<file path="src/rtl/sync_ptr_gray_if.sv">
// sync_ptr_gray_if: bundle between a FIFO pointer source and its synchroniser.
// master drives wptr/sync_clr; slave returns gray, binary, strobe, delta, error.
interface sync_ptr_gray_if #(
  parameter int FIFO_ADDRSIZE = 2
);
  localparam int W = FIFO_ADDRSIZE + 1;

  logic [W-1:0] wptr;
  logic         sync_clr;
  logic [W-1:0] rq_wptr;
  logic [W-1:0] rq_wptr_bin;
  logic         ptr_upd;
  logic [W-1:0] ptr_delta;
  logic         ptr_err;

  modport master (
    output wptr,
    output sync_clr,
    input  rq_wptr,
    input  rq_wptr_bin,
    input  ptr_upd,
    input  ptr_delta,
    input  ptr_err
  );

  modport slave (
    input  wptr,
    input  sync_clr,
    output rq_wptr,
    output rq_wptr_bin,
    output ptr_upd,
    output ptr_delta,
    output ptr_err
  );
endinterface

</file>
<file path="src/rtl/sync_ptr_gray.sv">
// sync_ptr_gray: gray pointer synchroniser with binary, strobe, delta, overrun.
// Ports: rclk, rrst_n (async low), bus (slave: wptr/sync_clr in, results out).
module sync_ptr_gray #(
  parameter int FIFO_ADDRSIZE = 2,
  parameter int SYNC_STAGES   = 2,
  parameter int MAX_STEP      = 2 ** FIFO_ADDRSIZE,
  parameter bit CHECK_EN      = 1'b1
) (
  input logic            rclk,
  input logic            rrst_n,
  sync_ptr_gray_if.slave bus
);
  localparam int W = FIFO_ADDRSIZE + 1;

  if (SYNC_STAGES < 2) begin : g_bad_stages
    $error("sync_ptr_gray: SYNC_STAGES must be >= 2");
  end

  function automatic logic [W-1:0] g2b(input logic [W-1:0] g);
    logic [W-1:0] b;
    b[W-1] = g[W-1];
    for (int i = W - 2; i >= 0; i--) begin
      b[i] = b[i+1] ^ g[i];
    end
    return b;
  endfunction

  (* ASYNC_REG = "TRUE" *)
  logic [W-1:0] r_sync [SYNC_STAGES];

  logic [W-1:0] r_prev;
  logic [W-1:0] r_bin;
  logic [W-1:0] r_delta;
  logic         r_upd;
  logic         r_err;

  logic [W-1:0] w_gray;
  logic [W-1:0] w_bin;
  logic [W-1:0] w_prev_bin;
  logic [W-1:0] w_delta;
  logic         w_upd;

  // wptr lands directly in stage 0; clear skips sampling on that edge.
  always_ff @(posedge rclk or negedge rrst_n) begin
    if (!rrst_n) begin
      for (int i = 0; i < SYNC_STAGES; i++) begin
        r_sync[i] <= '0;
      end
    end else if (bus.sync_clr) begin
      for (int i = 0; i < SYNC_STAGES; i++) begin
        r_sync[i] <= '0;
      end
    end else begin
      r_sync[0] <= bus.wptr;
      for (int i = 1; i < SYNC_STAGES; i++) begin
        r_sync[i] <= r_sync[i-1];
      end
    end
  end

  assign w_gray     = r_sync[SYNC_STAGES-1];
  assign w_bin      = g2b(w_gray);
  assign w_prev_bin = g2b(r_prev);
  assign w_upd      = (w_gray != r_prev);
  // Modulo subtraction absorbs pointer wrap.
  assign w_delta    = w_bin - w_prev_bin;

  always_ff @(posedge rclk or negedge rrst_n) begin
    if (!rrst_n) begin
      r_prev  <= '0;
      r_bin   <= '0;
      r_upd   <= 1'b0;
      r_delta <= '0;
    end else if (bus.sync_clr) begin
      r_prev  <= '0;
      r_bin   <= '0;
      r_upd   <= 1'b0;
      r_delta <= '0;
    end else begin
      r_prev  <= w_gray;
      r_bin   <= w_bin;
      r_upd   <= w_upd;
      r_delta <= w_delta;
    end
  end

  if (CHECK_EN) begin : g_chk
    logic [31:0] w_delta32;
    logic        w_over;

    assign w_delta32 = 32'(w_delta);
    assign w_over    = w_upd && (w_delta32 > 32'(MAX_STEP));

    always_ff @(posedge rclk or negedge rrst_n) begin
      if (!rrst_n) begin
        r_err <= 1'b0;
      end else if (bus.sync_clr) begin
        r_err <= 1'b0;
      end else begin
        r_err <= r_err | w_over;
      end
    end
  end else begin : g_nochk
    assign r_err = 1'b0;
  end

  assign bus.rq_wptr     = w_gray;
  assign bus.rq_wptr_bin = r_bin;
  assign bus.ptr_upd     = r_upd;
  assign bus.ptr_delta   = r_delta;
  assign bus.ptr_err     = r_err;
endmodule

</file>
<file path="src/flat_wrapper.sv">
// flat-port wrapper written by rule: the top's interface ports become plain ports
module sync_ptr_gray_flat 
#(
  parameter int FIFO_ADDRSIZE = 2,
  parameter int SYNC_STAGES   = 2,
  parameter int MAX_STEP      = 2 ** FIFO_ADDRSIZE,
  parameter bit CHECK_EN      = 1'b1
)
  (rclk, rrst_n, bus_wptr, bus_sync_clr, bus_rq_wptr, bus_rq_wptr_bin, bus_ptr_upd, bus_ptr_delta, bus_ptr_err);
  sync_ptr_gray_if #(.FIFO_ADDRSIZE(FIFO_ADDRSIZE)) bus_i ();
  input logic rclk;
  input logic rrst_n;
  input wire logic [$bits(bus_i.wptr)-1:0] bus_wptr;
  input wire logic [$bits(bus_i.sync_clr)-1:0] bus_sync_clr;
  output wire logic [$bits(bus_i.rq_wptr)-1:0] bus_rq_wptr;
  output wire logic [$bits(bus_i.rq_wptr_bin)-1:0] bus_rq_wptr_bin;
  output wire logic [$bits(bus_i.ptr_upd)-1:0] bus_ptr_upd;
  output wire logic [$bits(bus_i.ptr_delta)-1:0] bus_ptr_delta;
  output wire logic [$bits(bus_i.ptr_err)-1:0] bus_ptr_err;
  assign bus_i.wptr = bus_wptr;
  assign bus_i.sync_clr = bus_sync_clr;
  assign bus_rq_wptr = bus_i.rq_wptr;
  assign bus_rq_wptr_bin = bus_i.rq_wptr_bin;
  assign bus_ptr_upd = bus_i.ptr_upd;
  assign bus_ptr_delta = bus_i.ptr_delta;
  assign bus_ptr_err = bus_i.ptr_err;
  sync_ptr_gray #(.FIFO_ADDRSIZE(FIFO_ADDRSIZE), .SYNC_STAGES(SYNC_STAGES), .MAX_STEP(MAX_STEP), .CHECK_EN(CHECK_EN)) u_core (.rclk(rclk), .rrst_n(rrst_n), .bus(bus_i));
endmodule
</file>
<file path="config.mk">
export PLATFORM = sky130hd
export DESIGN_NAME = sync_ptr_gray_flat
export DESIGN_NICKNAME = d
export VERILOG_FILES = /design/src/rtl/sync_ptr_gray_if.sv /design/src/rtl/sync_ptr_gray.sv /design/src/flat_wrapper.sv
export SDC_FILE = /design/constraint.sdc
export NUM_CORES = 1
export LEC_CHECK = 0
export CORE_ASPECT_RATIO = 0.9
export CORE_MARGIN = 2
export CORE_UTILIZATION = 46
export DETAILED_ROUTE_END_ITERATION = 16
export GPL_TIMING_DRIVEN = 0
export PLACE_DENSITY = 0.8
export SLEW_MARGIN = 20
export SYNTH_ARGS = -nofsm -noshare
export SYNTH_HDL_FRONTEND = slang
export SYNTH_SLANG_ARGS = --single-unit
</file>
<file path="constraint.sdc">
create_clock -name rclk -period 2.3 [get_ports rclk]
set_input_delay 0.345 -clock rclk [delete_from_list [all_inputs] [get_ports rclk]]
set_output_delay 0.345 -clock rclk [all_outputs]
set_load 0.01 [all_outputs]
</file>
# After elaboration in Yosys (flattened, before gate mapping)

Cells that the tools add are included.

Output and inout bits: 11
Flip-flop bits (word level): 17

Order comparisons: 1
Bitwise gates (word level): 5
Reductions and logical operators: 1
Equal/unequal tests: 1
Muxes and demuxes: 6
Add/subtract/negate cells: 1

Operator list:

| operator                                   | count |
|---|---|
| two-way mux 3 bit                          | 3 |
| two-way mux 6 bit                          | 1 |
| XOR 1 bit                                  | 4 |
| > comparator 3 bit (second input constant) | 1 |
| != test 3 bit                              | 1 |
| subtractor 3 bit                           | 1 |
| two-way mux 1 bit                          | 2 |
| logical AND 1 bit                          | 1 |
| OR 1 bit                                   | 1 |

# Logic depth before layout (Yosys ltp)

Gate-level depths: netlist of the first run.

Depth in word-level cells: 7
Gate-level depth with buffers: 8

# Worst setup path after synthesis of the first run

OpenSTA, ideal clock, no wires.

Path kind: flip-flop to flip-flop
Start point: reg u_core.r_sync (netlist bit u_core.bus.rq_wptr[2])
End point: reg u_core.r_err, in the netlist u_core.bus.ptr_err
Stages on the path, launching flop included: 9
Clock period less this slack: 1923 ps
Setup slack: 377 ps
Data required time: 2157 ps
Library setup time: 143 ps
Data arrival time: 1780 ps
Cells stage by stage: dfrtp_1 -> xor2_2 -> xnor2_1 -> ha_1 -> inv_1 -> fa_1 -> nand2b_1 -> nand3b_1 -> o221ai_1

Longest elaborated chain between the ends: 7
Elaborated cells between the ends (all ways): 8
Those cells by class: 1 x add/sub; 1 x order compare; 1 x eq/ne; 1 x mux; 3 x bitwise; 1 x reduce/logical

Ends and longest elaborated chain:

| item                             | line                 | RTL |
|---|---|---|
| start: declaration               | sync_ptr_gray.sv:29  | `logic [W-1:0] r_sync [SYNC_STAGES];` |
| start signal: indexed assignment | sync_ptr_gray.sv:56  | `r_sync[i] <= r_sync[i-1];` |
| XOR 1 bit (2 in series)          | sync_ptr_gray.sv:23  | `b[i] = b[i+1] ^ g[i];` |
| subtractor 3 bit                 | sync_ptr_gray.sv:66  | `assign w_delta = w_bin - w_prev_bin;` |
| > comparator 3 bit               | sync_ptr_gray.sv:92  | `assign w_over = w_upd && (w_delta32 > 32'(MAX_STEP));` |
| logical AND 1 bit (*)            | sync_ptr_gray.sv:92  |  |
| OR 1 bit (*)                     | sync_ptr_gray.sv:100 | `r_err <= r_err \| w_over;` |
| two-way mux 1 bit (*)            | sync_ptr_gray.sv:97  | `end else if (bus.sync_clr) begin` |
| end signal: assignment           | sync_ptr_gray.sv:100 |  |
| end: declaration                 | sync_ptr_gray.sv:35  | `logic r_err;` |

Every way passes the cells marked *; elsewhere a longest branch is shown, timed or not.

# Worst setup path in the final report of the first run

Same ends and word-level chain as after synthesis.

==> results.md, run 1 <==
- The number of setup violations in the final report is 0.
- The final cycle utilization of the critical path is 91.4%.
- The number of hold buffers added after CTS was 0.
- The switching share of total power is 23.5%.
- The measured slew at the worst slew-check pin is 690 ps.
- The minimum setup slack among reg-to-reg paths is 200 ps.
- In this run the worst path has a maximum fanout of 4.
- The post-synth net total is 62.
- The mapped netlist covers 674 um2.
- The sequential power share is 52.0%.
- The total die area is 1790 um2.
- After routing, the total negative slack on setup checks comes to 0 ps.
- For this run, the top clock speed supported by timing is 0.475 GHz.
- In this run the tool buffered the top-level ports with 16 buffer cells.
- Counting cells, the worst reg-to-reg path comes to 8.
- IR analysis of the VDD net gives a maximum drop of 0.000426 V.
- The leakage component of the power is 0.408 nW.
- The total of max-cap violations is 0.
- The run finished with clean final reports.
- The final route contains 433 vias.
- The count of final max-slew check failures came to 0.
- The initial antenna violation count is 0.
- The area growth from synthesis to layout is 31.9%.
- For this run the aggregate overflow at the end of global routing stands at 0.
- Cells fill 62.9% of the core in the end.
- In this run the count of I/O pins placed on the die edge is 17.
- Setup repair after global routing left no endpoint under its margin.
- The total setup buffers inserted after CTS is 0.
- The type of the most critical hold path is in2async.
- Buffers inserted during clock tree synthesis total 3.
- The initial core utilization is 47.7%.
- The average instance in the mapped netlist occupies 12.5 um2.
- TritonCTS built the clock tree.
- Wires add up to 1.06 mm.
- The launching element type of the critical path is a register.
- The clock tree skew after final layout is 6.83 ps.
- The setup path with the least slack is of type reg2reg.
- Synthesis produced 54 cells.
- After clock tree synthesis, the repair step resized 0 gates.
- The global-route wire length before repair is 1.73 mm.
- The number of warning messages in the yosys log is 0.
- The switching power is 0.000139 W.
- The post-route netlist has 12.2% of its cells at a drive strength greater than 1.
- The number of endpoints with negative hold slack in the final report came to 0.
- Global routing used 14.7% of the available tracks.
- The filler cells instantiated in the layout total 117.
- The final-stage net count is 83.
- The chip width is 44.4 um.
- The signal on the critical path passes through xor2_2, xnor2_1, ha_1, inv_1, fa_1, nand2b_1, nand3b_1, o221ai_1.
- The share of the Yosys chip area taken by registers is 59.4%.
- The clock input transition at the sequential cells of the worst setup and hold paths is 100 ps.
- The wire length per cell is 11.9 um.
- The internal power of the cells totals 0.000452 W.
- The region available for standard cell placement spans 1420 um2.
- The placed wire-length estimate after detailed placement is 789 um.
- The cell at the slowest stage of the critical path is dfrtp_1.
- STA classifies the critical path endpoint as a register.
- In this run the remaining antenna-violating nets after routing total 0.
- Synthesis inferred 16 register bits.
- STA puts the critical path data required time at 2460 ps.
- The number of clock sinks seen by CTS is 16.
- The top cell types in the final layout, fill and taps aside, are clkdlybuf4s50_1 (16), dfrtp_1 (16), nor2b_1 (11).
- For the worst-skew pair, the clock arrives at the later sink with an insertion delay of 280 ps.
- The die height is 40.3 um.
- The clock network accounts for 30.8% of the total power.
- The normalized max-slew margin is 53.9%.
- In this design, the stage delay of the slowest critical-path cell is 470 ps.
- In this run the number of H-tree levels came out at 1.
- In the routed design, unresolved DRC markers number 0.
- The detailed-routing iteration count for the pre-antenna-repair pass is 2.
- The placer congestion estimate is 0.709.
- The per-cell via count in the routed design is 4.87.
- For this design the ratio of total power to cell area is 664 nW/um2.
- The portion of total power attributed to combinational logic is 17.2%.
- The worst path in the final design needs a cycle of 2100 ps, including I/O delays and setup.
- The clock root buffer is clkbuf_4.
- The number of distinct library cells after synthesis is 16.
- 0 antenna diodes ended up in the layout.
- Data on the critical path arrives at its endpoint at 2260 ps.
- The worst register-to-register path begins at u_core.bus.rq_wptr[2]$_DFF_PN0_.
- The via count of the first global-routing pass is 435.
- Counting along the longest clock path gives a buffer depth of 2.
- The maximum number of pins on one net before global-route repair is 17.
- In this run, the number of DRC markers left after iteration 0 of detailed routing was 4.
- The capturing point of the worst reg2reg path is u_core.bus.ptr_err$_DFF_PN0_.
- In this run the core area contains 13 standard-cell rows.
## flip-flops by register name (all words and copies together) (netlist names)
signal / flops
u_core.bus.ptr_delta: 3
u_core.bus.rq_wptr: 3
u_core.bus.rq_wptr_bin: 3
u_core.r_sync: 3
u_core.r_prev: 2
u_core.bus.ptr_err: 1
u_core.bus.ptr_upd: 1
## synthesized netlist by cell type, drive strengths merged
master	count	area [um2]
a21oi	1	5.00
ha	1	12.5
clkbuf	1	3.75
xor2	3	33.8
nor2b	11	68.8
dfrtp	16	400
o221ai	1	8.76
buf	4	30.0
nand2b	2	12.5
nor2	5	18.8
inv	1	3.75
nand3b	1	7.51
nand3	1	5.00
xnor2	5	43.8
fa	1	20.0
## through the flow
stage	instance area (um2)	setup WS, ps	total power (W)	hold WS, ps	std cells
3_3_place_gp	853	254	0.000411	443	85
4_1_cts	890	202	0.000598	492	89
2_1_floorplan	674	377	0.000364	49.4	54
3_5_place_dp	853	214	0.000416	464	85
5_1_grt	890	66.6	0.000619	515	89
6_report	890	197	0.000591	472	89
## power by group through the flow
stage / Clock, W / Combinational, W / Sequential [W]
6_report: 0.000182 / 0.000102 / 0.000307
5_1_grt: 0.000197 / 0.000113 / 0.000309
4_1_cts: 0.000188 / 0.000103 / 0.000308
3_5_place_dp: 0 / 0.000103 / 0.000313
3_3_place_gp: 0 / 0.0000995 / 0.000312
2_1_floorplan: 0 / 0.0000457 / 0.000318
## final cells by class
cell class | instances | area, um2 | share of cell area (%)
flip-flops and latches | 16 | 400 | 45.0
multi-input cells | 32 | 236 | 26.6
repair buffers | 16 | 160 | 18.0
clock buffers | 4 | 36.3 | 4.08
plain buffers | 5 | 33.8 | 3.80
well taps | 15 | 18.8 | 2.11
inverters | 1 | 3.75 | 0.422
## kinds of logic (layout without fill, tap and decap cells)
| kind of cell | Yosys count | after routing | share of synthesized area [%] |
|---|---|---|---|
| compound gates | 2 | 2 | 2.04 |
| xor+xnor | 8 | 8 | 11.5 |
| fa+ha+maj | 2 | 2 | 4.82 |
| buf+inv | 6 | 26 | 5.56 |
| flops | 16 | 16 | 59.4 |
| simple gates | 20 | 20 | 16.7 |
## worst max-delay path by stage
stage,start,end,cells past startpoint
after global placement,u_core.bus.rq_wptr[2]$_DFF_PN0_,u_core.bus.ptr_err$_DFF_PN0_,8
after CTS,u_core.bus.rq_wptr[2]$_DFF_PN0_,u_core.bus.ptr_err$_DFF_PN0_,8
after floorplan,u_core.bus.rq_wptr[2]$_DFF_PN0_,u_core.bus.ptr_err$_DFF_PN0_,8
after detailed placement,u_core.bus.rq_wptr[2]$_DFF_PN0_,u_core.bus.ptr_err$_DFF_PN0_,8
final,u_core.bus.rq_wptr[2]$_DFF_PN0_,u_core.bus.ptr_err$_DFF_PN0_,8
after global routing,u_core.bus.rq_wptr_bin[2]$_DFF_PN0_,u_core.bus.ptr_err$_DFF_PN0_,8
## per-layer routing
layer	vias to the layer above	wire (um)	track usage [%]
met4	0	0	9.09
li1	202	-	-
met5	-	0	0
met2	14	580	28.3
met1	217	415	13.7
met3	0	62	4.95
## critical path: cells and delay by family, from the launching register on
| family | cells | cell delay, ps |
|---|---|---|
| adders and majority gates | 2 | 620 |
| and+or+nand+nor | 2 | 280 |
| xor gates and xnor gates | 2 | 450 |
| DFF | 1 | 470 |
| AOI/OAI and AO/OA | 1 | 110 |
| buffers and inverters | 1 | 50 |
(Power assumes the default switching activity.)
==> inputs of run 2 (changes only) <==
SKIP_LAST_GASP = 1   (was default)
==> results of run 2 <==
Same layout as run 1: the final DEF is identical, and so are final timing and power.
==> inputs of run 3 (changes only) <==
CAP_MARGIN = 20   (was default)
==> results of run 3 <==
Same layout as run 1: the final DEF is identical, and so are final timing and power.
